`src/rtl/debounce_counter.sv`:
```
// Debounce timing stage: while the change latch reports a pending change,
// waits for COUNT_MAX consecutive stable cycles of sig_sync, then commits the
// captured level to db_out, strobes rise/fall, and pulses count_finished.
module debounce_counter #(
    parameter int unsigned COUNT_MAX   = 50000,
    parameter int unsigned CNT_WIDTH   = 16,
    parameter logic        RESET_LEVEL = 1'b0
) (
    input  logic                 clk,
    input  logic                 reset,
    input  logic                 sig_sync,
    input  logic                 state,
    output logic                 count_finished,
    output logic                 db_out,
    output logic                 rise_pulse,
    output logic                 fall_pulse,
    output logic [CNT_WIDTH-1:0] cnt
);

    localparam logic [CNT_WIDTH-1:0] CNT_LAST = CNT_WIDTH'(COUNT_MAX - 1);
    localparam logic [CNT_WIDTH-1:0] CNT_ZERO = '0;
    localparam logic [CNT_WIDTH-1:0] CNT_ONE  = CNT_WIDTH'(1);

    typedef enum logic [1:0] {
        IDLE  = 2'd0,
        COUNT = 2'd1,
        DONE  = 2'd2
    } fsm_t;

    fsm_t                 fsm_q;
    fsm_t                 fsm_nxt;
    logic [CNT_WIDTH-1:0] cnt_nxt;
    logic                 captured;
    logic                 captured_nxt;
    logic                 db_nxt;
    logic                 finished_nxt;
    logic                 rise_nxt;
    logic                 fall_nxt;

    // State and registered outputs; async reset forces every reset value at once
    always_ff @(posedge clk or posedge reset) begin
        if (reset) begin
            fsm_q          <= IDLE;
            cnt            <= CNT_ZERO;
            captured       <= RESET_LEVEL;
            db_out         <= RESET_LEVEL;
            count_finished <= 1'b0;
            rise_pulse     <= 1'b0;
            fall_pulse     <= 1'b0;
        end else begin
            fsm_q          <= fsm_nxt;
            cnt            <= cnt_nxt;
            captured       <= captured_nxt;
            db_out         <= db_nxt;
            count_finished <= finished_nxt;
            rise_pulse     <= rise_nxt;
            fall_pulse     <= fall_nxt;
        end
    end

    // Next-state and next-output logic; pulses default low so they last one cycle
    always_comb begin
        fsm_nxt      = fsm_q;
        cnt_nxt      = cnt;
        captured_nxt = captured;
        db_nxt       = db_out;
        finished_nxt = 1'b0;
        rise_nxt     = 1'b0;
        fall_nxt     = 1'b0;

        case (fsm_q)
            IDLE: begin
                cnt_nxt = CNT_ZERO;
                if (state) begin
                    fsm_nxt      = COUNT;
                    captured_nxt = sig_sync;
                end
            end

            COUNT: begin
                if (!state) begin
                    // latch dropped the request: abandon the window silently
                    fsm_nxt = IDLE;
                    cnt_nxt = CNT_ZERO;
                end else if (sig_sync != captured) begin
                    // bounce: restart the window on the new level
                    cnt_nxt      = CNT_ZERO;
                    captured_nxt = sig_sync;
                end else if (cnt == CNT_LAST) begin
                    // window complete: cnt is left at CNT_LAST, never wraps
                    fsm_nxt      = DONE;
                    finished_nxt = 1'b1;
                    db_nxt       = captured;
                    rise_nxt     = captured & ~db_out;
                    fall_nxt     = ~captured & db_out;
                end else begin
                    cnt_nxt = cnt + CNT_ONE;
                end
            end

            DONE: begin
                // state is ignored here: the latch clears it on this edge
                fsm_nxt = IDLE;
                cnt_nxt = CNT_ZERO;
            end

            default: begin
                fsm_nxt = IDLE;
                cnt_nxt = CNT_ZERO;
            end
        endcase
    end

endmodule

```
`config.mk`:
```
export PLATFORM = sky130hd
export DESIGN_NAME = debounce_counter
export DESIGN_NICKNAME = d
export VERILOG_FILES = /design/src/rtl/debounce_counter.sv
export SDC_FILE = /design/constraint.sdc
export NUM_CORES = 1
export LEC_CHECK = 0
export CAP_MARGIN = 20
export CORE_MARGIN = 2
export CORE_UTILIZATION = 35
export DETAILED_ROUTE_END_ITERATION = 8
export SLEW_MARGIN = 30
export SYNTH_ARGS = -nofsm -noshare
export SYNTH_HDL_FRONTEND = slang
export SYNTH_SLANG_ARGS = --single-unit
```
`constraint.sdc`:
```
create_clock -name clk -period 2 [get_ports clk]
set_input_delay 0.5 -clock clk [delete_from_list [all_inputs] [get_ports clk]]
set_output_delay 0.5 -clock clk [all_outputs]
set_load 0.02 [all_outputs]
```
==> results of run 1 <==
## registers in the layout, indices dropped and copies added, names as in the netlist
name	cells
fsm_q	2
count_finished	1
cnt	16
rise_pulse	1
fall_pulse	1
db_out	1
captured	1
## cell usage in the layout (no fill, tap or decap), types with 2 or more instances in the layout
cell type	n
nand2_1	3
a21oi_1	5
xor2_1	8
and4_1	2
nor2_1	14
or3_1	2
nand4_1	4
dfrtp_1	23
and3_1	3
xnor2_1	3
buf_4	5
o21ai_0	2
clkdlybuf4s50_1	23
nand3_1	5
clkbuf_4	3
and4bb_2	2
## kinds of logic (layout without fill, tap and decap cells)
family | after synthesis | count (layout) | share of synthesized area, %
and+or+nand+nor | 48 | 48 | 27.50
xor gates and xnor gates | 11 | 11 | 8.537
DFF | 23 | 23 | 51.00
adders and majority gates | 1 | 1 | 1.108
buffers and inverters | 6 | 33 | 2.771
muxes | 3 | 3 | 2.882
AOI/OAI and AO/OA | 11 | 11 | 6.209
## metrics by stage
stage          std cells  setup WS [ps]
2_1_floorplan        103          108.1
3_3_place_gp         170         -89.71
3_5_place_dp         170         -160.8
4_1_cts              174          70.14
5_1_grt              174          10.28
6_report             174          91.53
## metal layers
| metal | vias to the layer above | GRT usage, % |
|---|---|---|
| li1 | 427 | - |
| met1 | 419 | 14.91 |
| met2 | 18 | 25.04 |
| met3 | 2 | 2.132 |
| met4 | 0 | 5.280 |
| met5 | - | 0 |
## worst min path at each step
stage	cells after the start	slack (ps)	end	startpoint
floorplan	1	480	fall_pulse	captured
global placement	1	510	db_out	db_out
detailed placement	1	520	fall_pulse	captured
CTS	3	520	cnt[11]	reset
global route	3	530	rise_pulse	reset
finish	3	520	cnt[15]	reset
## cell type report
cell class,instances,area (µm²)
clock buffers,4,26.28
fillers,313,1603
inverters,1,3.754
multi-input cells,74,521.8
flip-flops and latches,23,575.6
well taps,44,55.05
repair buffers,28,267.8
## power breakdown
| part | total [µW] | internal [µW] | switching (µW) |
|---|---|---|---|
| Clock | 212 | 77.7 | 134 |
| Combinational | 44.3 | 19.2 | 25.1 |
| Sequential | 475 | 470 | 5.63 |
| Total | 731 | 566 | 165 |
==> impl_summary.md, run 1 <==
Yosys
Summed over all instances, the cell type with the most area after synthesis is dfrtp_1. The share of the yosys chip area belonging to registers is 51.00%. Synthesis produced a netlist with a net count of 108. The cell area that synthesis handed to floorplanning was 1129 µm². The synthesized design devotes to its leading area cell type 51.00% of total area. The most used flip-flop cell after synthesis is dfrtp_1. The number of distinct library cells after synthesis is 39.

By count the netlist is led by 23 x dfrtp_1, 14 x nor2_1, 8 x xor2_1. By area the synthesized netlist is led by dfrtp_1 51%, xor2_1 6.2%, nor2_1 4.7%. The Yosys step of the flow raised 0 warnings. Synthesis handed over a netlist of 103 instances. In the post-synthesis netlist, the cell with the most instances is dfrtp_1. The mean instance size in the synthesized netlist is 10.96 µm².

Yosys mapped a number of flops with a built-in enable equal to 0. In the synthesized netlist the async set-or-reset flop fraction comes to 100.0%. The number of synthesized register bits is 23.

Setup path
In this run the worst setup path terminates at cnt[5]. The endpoint arrival time on the critical path is 1410 ps. The worst register-to-register path has a depth of 5.

On the worst path, the slowest cell contributes a delay of 640 ps. The cell family contributing the most delay on the critical path is buffers and inverters. STA puts the critical path data required time at 1500 ps. The worst register-to-register path begins at cnt[0]. The worst register-to-register path ends at cnt[14]. Traced cell by cell, the critical path runs through clkdlybuf4s50_1. The number of cells on the critical path is 1.

The worst setup path is captured at a primary output. In this run the worst path has a maximum fanout of 6. The critical path in this run is classified as reg -> out. The library cell contributing the largest single delay on the critical path is clkdlybuf4s50_1.

The buffers plus inverters on the worst setup path is 1. The sort of element at the start of the critical path is a flip-flop. The minimum setup slack among reg-to-reg paths is 240 ps. The most critical setup path has its startpoint at cnt[5].

Routing
The length of routed wiring on met1 is 1.029 mm. The routed wirelength normalized by instance count is 13.07 µm. For this run, design rule violations remaining after detail routing come to 0. After detailed routing, the number of vias per cell comes to 4.977. The routed layout has 866 vias. The met3 wire length is 54 µm. The highest signal layer in the routed design is met4. After detailed routing, the total wire length is 2.274 mm. In this run the remaining antenna-violating nets after routing total 0. The violation count after the first detailed-route iteration is 17. The first detailed-routing pass took 4 iterations. Summed over all nets, wire length on met2 after detailed routing comes to 1.176 mm.

Global route
Entering global routing, the biggest net connects 24 pins. The initial antenna violation count was 0. The via count of the first global-routing pass was 853. The first global-routing pass estimated 3.684 mm of wire. The total global routing track utilization is 13.35%. The total overflow left after global routing is 0.

Place
The congestion estimate from routability-driven global placement came to 0.7863. The count of input and output buffers is 23. The placed instances occupy a cell area of 1424 µm². Detailed placement finished with a half-perimeter wire length of 1.650 mm.

Final layout
The net count of the finished layout is 136. The final cell area excluding filler cells is 1450 µm². Cells fill 47.50% of the core in the end. In the final layout, the share of cells above drive strength 1 is 12.31%. The repair_antennas step left the layout with diodes totalling 0.

Relative to the synthesized area, the layout overhead comes to 28.49%.

Clocking
The TritonCTS buffer count is 3. Hold repair after CTS inserted 0 buffers. The clock edge transition at the registers on the reported setup and hold paths is 130 ps.

The post-CTS setup buffer count is 0. Counting along the longest clock path gives a buffer depth of 2. The quantity of gates resized following cts is 0.

The cell chosen for the clock root is clkbuf_4. The CTS tree is done. The tree built by TritonCTS fans out to 23 sinks. The clock insertion delay at the later pin of the skew report is 300 ps. CTS built an H-tree with a depth of 1.

STA
For the pin with the worst max-slew slack, the measured transition is 405.0 ps. The fraction of the cycle the final worst path needs is 95.42%. The maximum clock frequency is 524.0 MHz. In the final timing run, aggregate negative setup slack is 0 ps. The max-slew violation count is 0. The final critical path time including I/O delays and setup is 1908 ps. The number of endpoints with negative hold slack in the final report is 0. Final hold analysis gives a worst-case slack of 520.2 ps. The clock skew is 6.239 ps.

The final setup violation count is 0. The worst pin sits at a relative slew slack of 72.93%. Setup repair after global routing left no endpoint under its margin.

Power and ir drop
The highest ir drop seen on vdd is 312.4 µV. Dividing total power by cell area gives a power density of 504.2 nW/µm². The static leakage is 0.0005957 µW. Summing internal, switching and leakage power gives 731.1 µW.

Floorplanning
After floorplanning, the core was divided into 20 placement rows. The width of the chip is 60.79 µm. The die area is 3695 µm². From bottom edge to top edge, the die measures 60.79 µm. The count of boundary I/O pins is 24. The initial standard-cell utilization of the core is 36.97%. The core region is 3053 µm².

Job
The tool flagged a number of max-cap violations equal to 0.

Hold path
The path class of the tightest hold or removal check is in -> async.

Run status
The run finished with clean final reports.
(Power assumes the default switching activity.)
==> run 2, diff against run 1 <==
==> constraint.sdc (replaced) <==
create_clock -name clk -period 2.4 [get_ports clk]
set_input_delay 0.6 -clock clk [delete_from_list [all_inputs] [get_ports clk]]
set_output_delay 0.6 -clock clk [all_outputs]
set_load 0.1 [all_outputs]
==> run 2 against run 1 <==
Routed wire length up 1.7%. Combinational power hardly changed. Global-route usage increased by 0.69 points. Highest routed layer unchanged. Count of clock-buffer cells in the layout is the same. Hold slack better by 12 ps. Total power decreased by 14%. Sequential power decreased by 17%. Clock power decreased by 11%. Critical endpoint is now db_out. Setup slack better by 420 ps. Clock skew hardly changed.
==> impl_summary.md, run 2 (synthesis results as in run 1) <==
Run status
Outcome: completed (unchanged).

Routing
The number of detailed-route iterations in the first pass is 4 (unchanged). The routed wirelength normalized by instance count is 13.44 µm (was 13.07 µm). The detail-routed via count per cell is 5.006 (was 4.977). The antenna violation net count after detailed routing is 0 (unchanged). The final wirelength was 2.312 mm (was 2.274 mm). The violation count after the first detailed-route iteration was 22 (was 17). The DRC violation count after routing is 0 (unchanged). The vias after detailed routing was 861 (was 866).

Global route
The maximum number of pins on one net before global-route repair was 24 (unchanged). The global-route wire length before repair was 3.829 mm (was 3.684 mm). The total global routing overflow came to 0 (unchanged).

The via count of the first global-routing pass is 803 (was 853). The total global routing track utilization is 14.04% (was 13.35%). The initial antenna violation count is 0 (unchanged).

Final layout
Leaving out fill and tap cells, the most frequent cell in the layout is buf_4. Commonest cells after routing, fill and taps aside: 22 x buf_4, 21 x dfrtp_1, 14 x nor2_1 (was 23 x dfrtp_1, 23 x clkdlybuf4s50_1, 14 x nor2_1). Top flop regs: cnt x16, fsm_q x2 (unchanged). The number of inserted diodes is 0 (unchanged). The layout net count is 134 (was 136).

The final cell area excluding filler cells is 1400 µm² (was 1450 µm²). The area of the multi-input gates came to 521.8 µm² (unchanged). The final non-filler cell total came to 172 (was 174). The post-synthesis to final-layout area growth is 24.06% (was 28.49%). The area occupied by registers was 578.1 µm² (was 575.6 µm²).

The flip-flop count of the largest register, all copies and words added is 16 (unchanged). The count of fill cells added during filler insertion is 330 (was 313). The most flop-heavy register is cnt (unchanged). The fraction of final layout cells sized beyond drive strength 1 is 28.13% (was 12.31%).

Clocking
The post-CTS setup buffer count was 0 (unchanged). The number of buffers between clock root and the deepest sink is 2 (unchanged). The total number of H-tree levels is 1 (unchanged). The CTS tree is done (unchanged). The TritonCTS buffer count came to 3 (unchanged). The sink count of the clock tree is 23 (unchanged).

The clock insertion delay at the later pin of the skew report is 320 ps (was 300 ps). The quantity of gates resized following cts was 0 (unchanged). The cts-stage hold buffer count came to 0 (unchanged). The clock edge transition at the registers on the reported setup and hold paths is 130 ps (about the same). The cell chosen for the clock root was clkbuf_4 (unchanged).

Floorplanning
The count of boundary I/O pins is 24 (unchanged). The initial standard-cell utilization of the core is 36.97% (unchanged). The die area is 3695 µm² (unchanged). The number of standard-cell rows in the floorplan is 20 (unchanged). The core area is 3053 µm² (unchanged). The width of the chip is 60.79 µm (unchanged). The vertical die dimension is 60.79 µm (unchanged).

Hold path
The path category of the worst min-delay check is reg -> reg (was in -> async).

Setup path
The sort of element at the start of the critical path is a primary input (was flip-flop). The critical path start-end classification is in -> reg (was reg -> out). The data required time of the worst path is 2620 ps (was 1500 ps). The endpoint arrival time on the critical path is 2110 ps (was 1410 ps).

The largest fanout of any net on the critical path is 3 (was 6). The type of destination of the critical path is a flip-flop (was primary output).

STA
Of the available clock period, the critical path in the final layout requires 78.53%. The maximum clock frequency is 530.6 MHz. The normalized max-slew margin is 65.00% (was 72.93%). The clock skew is 6.199 ps (was 6.239 ps). For the finished layout, the period the worst path requires is 1885 ps. The setup TNS came to 0 ps (unchanged). The pin slew with the least headroom to its limit is 525.0 ps (was 405.0 ps).

The final setup violation count came to 0 (unchanged). The max-slew violation count is 0 (unchanged). The number of endpoints with negative hold slack in the final report is 0 (unchanged). Setup repair after global routing missed its margin: no (unchanged).

Place
The count of input and output buffers is 23 (unchanged). The cell total after placement was 168 (was 170). The global placement routability congestion is 0.7799 (was 0.7863). The detailed-placement wirelength estimate is 1.591 mm (was 1.650 mm). The cell area after placement is 1374 µm² (was 1424 µm²).

Power and ir drop
The switching power is 157.2 µW (was 164.7 µW). The highest ir drop seen on vdd is 160.9 µV (was 312.4 µV). The part of the power in combinational logic is 7.1% (was 6.1%).

The static leakage is 0.0006260 µW (was 0.0005957 µW). The sequential power share is 63.1% (was 65.0%). The cell-internal power was 471.2 µW (was 566.5 µW). The power share of the clock group was 29.9% (was 28.9%). The power per cell area came to 448.8 nW/µm² (was 504.2 nW/µm²). The fraction of power spent switching nets is 25.02% (was 22.52%).

Job
The number of max-cap violations came to 0 (unchanged).
-- run 2: layout make-up --
cell class / instances / share of cell area, %
flip-flops and latches: 23 / 41.29
inverters: 1 / 0.2681
well taps: 44 / 3.932
repair buffers: 26 / 15.37
multi-input cells: 74 / 37.27
clock buffers: 4 / 1.877
-- run 2: path summary, 6_finish.rpt --
check                      startpoint          to  slack, ps  cells after the start
max reg2reg                    cnt[4]      cnt[2]        610                      5
min in group asynchronous       reset  rise_pulse        610                      3
min reg2reg                  captured  fall_pulse        530                      1
max in group asynchronous       reset      cnt[1]       1540                      3
min                          captured  fall_pulse        530                      1
max                          sig_sync      db_out        520                      5
-- run 2: metrics by stage --
step	hold WS [ps]	power (µW)	util [%]	worst slack [ps]
6_report	532.1	628.4	45.86	515.2
5_1_grt	558.8	654.4	45.86	424.4
4_1_cts	541.9	638.6	45.86	521.0
3_5_place_dp	518.8	449.0	45.00	150.0
3_3_place_gp	513.0	447.2	45.00	207.6
2_1_floorplan	482.1	432.7	-	159.6
-- run 2: routing by layer --
metal	vias to the layer above	wire length, µm	track usage (%)
li1	420	-	-
met5	-	0	0
met3	5	73	1.919
met2	17	1095	22.27
met4	0	42	6.522
met1	419	1101	18.99
-- run 2: worst max-delay path, stage by stage --
cell	delay [ps]
clkdlybuf4s50_1	430
xor2_1	160
or3b_1	420
nor2_2	170
mux2_1	330
-- run 2: power by group through the flow --
stage	logic (µW)	clock network, µW	registers (µW)
global route	48.9	208	397
finish	44.4	188	396
detailed placement	45.2	0	404
CTS	45.3	197	396
floorplan	19.9	0	413
global placement	43.6	0	404
